**src/rtl/nanop_mem_responder.sv**
```systemverilog
// Nanoprocessor memory responder: 256x8 sync RAM, one output register,
// and a byte-stream program loader that holds the core in reset.
module nanop_mem_responder #(
  parameter logic [7:0] OUT_ADDR  = 8'hFF,
  parameter logic [7:0] LOAD_BASE = 8'h00
) (
  input  logic       clk,
  input  logic       reset,
  input  logic       start,
  input  logic       run,
  input  logic       ld_valid,
  input  logic [7:0] ld_data,
  output logic       ld_ready,
  output logic       cpu_reset_n,
  input  logic [7:0] cpu_addr,
  input  logic       cpu_write,
  input  logic [7:0] cpu_wdata,
  output logic [7:0] cpu_rdata,
  output logic [7:0] out_port,
  output logic       out_strobe,
  output logic       busy
);

  localparam logic [1:0] IDLE = 2'd0;
  localparam logic [1:0] LEN  = 2'd1;
  localparam logic [1:0] LOAD = 2'd2;
  localparam logic [1:0] RUN  = 2'd3;

  logic [1:0] state_q, state_d;
  logic [8:0] count_q, count_d;
  logic [7:0] ptr_q, ptr_d;
  logic [7:0] rdata_q;
  logic [7:0] out_q;
  logic       strobe_q;
  logic [7:0] mem_q [256];

  logic       hs;
  logic       ram_we;
  logic [7:0] ram_wa;
  logic [7:0] ram_wd;
  logic       out_wr;

  assign ld_ready    = (state_q == LEN) || (state_q == LOAD);
  assign busy        = ld_ready;
  assign cpu_reset_n = (state_q == RUN);
  assign cpu_rdata   = rdata_q;
  assign out_port    = out_q;
  assign out_strobe  = strobe_q;

  assign hs = ld_valid && ld_ready;

  always_comb begin
    state_d = state_q;
    count_d = count_q;
    ptr_d   = ptr_q;
    unique case (state_q)
      IDLE: begin
        if (start)    state_d = LEN;
        else if (run) state_d = RUN;
      end
      LEN: begin
        if (hs) begin
          count_d = (ld_data == 8'h00) ? 9'd256 : {1'b0, ld_data};
          ptr_d   = LOAD_BASE;
          state_d = LOAD;
        end
      end
      LOAD: begin
        if (hs) begin
          ptr_d   = ptr_q + 8'd1;
          count_d = count_q - 9'd1;
          if (count_q == 9'd1) state_d = RUN;
        end
      end
      RUN: begin
        if (start) state_d = LEN;
      end
      default: state_d = IDLE;
    endcase
  end

  // Loader owns the write port in LOAD; the core only in RUN.
  assign ram_we = !reset &&
                  (((state_q == LOAD) && ld_valid) ||
                   ((state_q == RUN) && cpu_write));
  assign ram_wa = (state_q == LOAD) ? ptr_q : cpu_addr;
  assign ram_wd = (state_q == LOAD) ? ld_data : cpu_wdata;
  assign out_wr = (state_q == RUN) && cpu_write &&
                  (cpu_addr == OUT_ADDR);

  always_ff @(posedge clk) begin
    if (reset) begin
      state_q  <= IDLE;
      count_q  <= 9'd0;
      ptr_q    <= LOAD_BASE;
      rdata_q  <= 8'h00;
      out_q    <= 8'h00;
      strobe_q <= 1'b0;
    end else begin
      state_q  <= state_d;
      count_q  <= count_d;
      ptr_q    <= ptr_d;
      rdata_q  <= mem_q[cpu_addr];
      strobe_q <= out_wr;
      if (out_wr) out_q <= cpu_wdata;
    end
  end

  // RAM contents survive reset.
  always_ff @(posedge clk) begin
    if (ram_we) mem_q[ram_wa] <= ram_wd;
  end

endmodule

```
**config.mk**
```make
export PLATFORM = sky130hd
export DESIGN_NAME = nanop_mem_responder
export DESIGN_NICKNAME = d
export VERILOG_FILES = /design/src/rtl/nanop_mem_responder.sv
export SDC_FILE = /design/constraint.sdc
export NUM_CORES = 2
export LEC_CHECK = 0
export ABC_AREA = 1
export BUFFER_PORTS_ARGS = -buffer_cell sky130_fd_sc_hd__buf_2
export CELL_PAD_IN_SITES_DETAIL_PLACEMENT = 0
export CELL_PAD_IN_SITES_GLOBAL_PLACEMENT = 1
export CORE_MARGIN = 3
export CORE_UTILIZATION = 47
export CTS_BUF_LIST = sky130_fd_sc_hd__clkbuf_16
export DETAILED_ROUTE_END_ITERATION = 7
export PLACE_DENSITY_LB_ADDON = 0.1
export REMOVE_ABC_BUFFERS = 1
export SETUP_SLACK_MARGIN = 0.15
export SLEW_MARGIN = 15
export SYNTH_ARGS = -nofsm -noshare
export SYNTH_HDL_FRONTEND = slang
export SYNTH_SLANG_ARGS = --single-unit
```
**constraint.sdc**
```tcl
create_clock -name clk -period 13.32 [get_ports clk]
set_input_delay 1.332 -clock clk [delete_from_list [all_inputs] [get_ports clk]]
set_output_delay 1.332 -clock clk [all_outputs]
set_load 0.02 [all_outputs]
```
==> flow_metrics.tcl <==
set metrics [dict create \
    place_area_um2 86760 \
    rsz0062_at_grt "false" \
    gr-usage-met1_pct 37.92 \
    ys_ff_latch 2084 \
    setup_viol 0 \
    worstPathRequired_ns 14.10 \
    hold_path_class "flip-flop to flip-flop" \
    ant_nets 0 \
    worst-r2r-setup-slack_ns 8.89 \
    hold_depth 2 \
    hold_viol 0 \
    drv_cap 0 \
    met2_usage_pct 41.58 \
    min_period_ns 5.134 \
    ctsHoldBuffers 0 \
    rows 155 \
    synth_area_leaders "edfxtp_1 72%, nand3_1 11%, nand2_1 9.4%" \
    cts_buffers 213 \
    r2r_cells 12 \
    cts_setup_buffers 0 \
    clock_latency_ns 0.85 \
    utilization_pct 52.08 \
    vias 54990 \
    hp-start "out_port[6]" \
    drv_slew 0 \
    die_x_um 431.5 \
    cts_root_buf "clkbuf_16" \
    first_iter_violations 5607 \
    synthesis.area_um2 85080 \
    cp-end-kind "flip-flop" \
    timing.rr.end "mem_q[248][5]" \
    arrival_ns 5.92 \
    fp.coreArea_um2 179200 \
    leakage_nw 32.31 \
    critPathMaxFanout 128 \
    fp.dieArea_um2 186200 \
    syn_to_final_growth_pct 9.694 \
    grtUsageMet3_pct 3.907 \
    layout-drive-gt1-share_pct 6.321 \
    io-pin-count 50 \
    synth_top_area_cell "edfxtp_1" \
    synth_most_common_cell "nand2_1" \
    wl_per_cell_um 25.61 \
    p_total_mw 15.11 \
    grt_pass1_wl_um 363300 \
    wirelength_um 247300 \
    max_clock_freq_ghz 0.1948 \
    hold_slack_ns 0.4412 \
    initial_core_util_pct 47.48 \
    syn_inst 7257 \
    yosysUniqueCellTypes 38 \
    synth-seq-area-share_pct 73.13 \
    dp_hpwl_um 132600 \
    cts_sinks 2084 \
    fin_nets 7148 \
    critical_path_class "input pin to flip-flop" \
    cts_resized 0 \
    grt_max_degree 189 \
    synth_top_flop_cell "edfxtp_1" \
    avgSynthCellArea_um2 11.72 \
    power.density_nw_per_um2 161.9 \
    relSlewSlack_pct 15.89 \
    cts_tree "done" \
    worstHoldEndpoint "out_port[6]" \
    ir_worst_vdd_v 0.0001592 \
    clockBufferDepth 3 \
    globalplace.congestion 0.8257 \
    grt_pass1_vias 52420 \
    fin_setup_tns_ns 0 \
    avgViaCountPerCell 5.695 \
    htree_levels 4 \
    fin_ws_ns 8.186 \
    synth_edf_count 2048 \
    fin_worst_skew_ns 0.03164 \
    dr.pass1.iters 6 \
    grt_most_used_layer "met2" \
    portBuffers 49 \
    pre_cts_slack_ns 6.795 \
    netlist_top_cells_count "2,120 x nand2_1, 2,048 x edfxtp_1, 1,937 x nand3_1" \
    synth_top_area_share_pct 72.28 \
    outcome "finished, final reports clean" \
    stdcell_area_um2 93330 \
    worst_slew_pin_slew_ns 1.257 \
    r2r-start "state_q[0]" \
    ys_async_sr_fraction_pct 0 \
    dieHeight_um 431.5 \
    clk_pin_slew_ns 0.06 \
    dp_cells 9248 \
    grt.overflow.total 0 \
    instances_no_fill 9655 \
    fin_crit_sh_pct 38.54 \
    antenna_found_initial 9 \
    startpoint_type "input pin" \
    synth_warnings 0 \
    grt.total_usage_pct 26.40 \
    drc 0 \
]
## critical path, cell delays in order
cell and delay [ns]:
buf_8 0.43, buf_12 0.48, buf_4 0.78, buf_4 0.52, buf_4 0.73, nand2_1 0.11, nand3_1 0.12, nand3_1 0.08
nand3_1 0.11, nand3_1 0.16, nand3_1 0.24, nand3_1 0.15, nand3_1 0.17, nand2_1 0.06, nor2_1 0.11
## cell usage in the layout, fill, tap and decap left out, types with 7 or more instances in the layout
cell type	instances
nor2_2	12
nand2_2	14
nor2_1	378
buf_4	69
clkinv_2	34
edfxtp_1	2048
inv_2	10
buf_12	14
o21ai_0	57
ha_1	9
buf_2	44
bufinv_16	12
clkinv_1	73
inv_1	109
nand3_1	1937
dfxtp_1	36
clkbuf_16	216
nand2_1	2102
inv_6	11
o22ai_1	16
diode_2	7
a21oi_1	38
## area by class of cell
class                   count  area (um2)
flip-flops and latches   2084       62220
inverters                  73       307.8
repair buffers            132        1102
fillers                 15630       85860
multi-input cells        4605       20210
diodes                      7       17.52
clock inverters           183        1120
clock buffers             216        5405
well taps                2355        2947
## metal layers
metal	part of all wire, %	vias up
met1	43	27280
li1	-	25420
met3	6.9	346
met4	3.3	0
met5	0	-
met2	47	1939
## how the worst max path moves through the flow
stage          slack (ns)  cells after the start           end         from
6_report             8.19                     15  cpu_rdata[7]  cpu_addr[0]
5_1_grt              7.90                     15  cpu_rdata[0]  cpu_addr[0]
4_1_cts              7.71                     15  cpu_rdata[7]  cpu_addr[0]
3_5_place_dp         6.79                     15  cpu_rdata[7]  cpu_addr[0]
3_3_place_gp         6.80                     15  cpu_rdata[7]  cpu_addr[0]
2_1_floorplan       -0.21                      4   mem_q[0][4]   state_q[0]
## where the power goes
part | leakage [nW] | internal (mW) | switching [mW]
Combinational | 10.2 | 0.278 | 1.40
Sequential | 18.7 | 7.77 | 0.0250
Clock | 3.40 | 3.15 | 2.48
Total | 32.3 | 11.2 | 3.91
## sequential cells by signal, indices dropped and copies added, names as in the netlist
register	flops
mem_q	2048
count_q	9
cpu_rdata	8
out_port	8
ptr_q	8
state_q	2
out_strobe	1
## cells by family after synthesis
group / after synthesis / share of synthesized area (%)
AOI/OAI and AO/OA: 133 / 0.8544
and+or+nand+nor: 4458 / 22.59
muxes: 1 / 0.01176
adders and majority gates: 9 / 0.1324
xor gates and xnor gates: 4 / 0.04117
buffers and inverters: 568 / 3.245
DFF: 2084 / 73.13
Note: power is estimated with default switching activity, not from simulation.
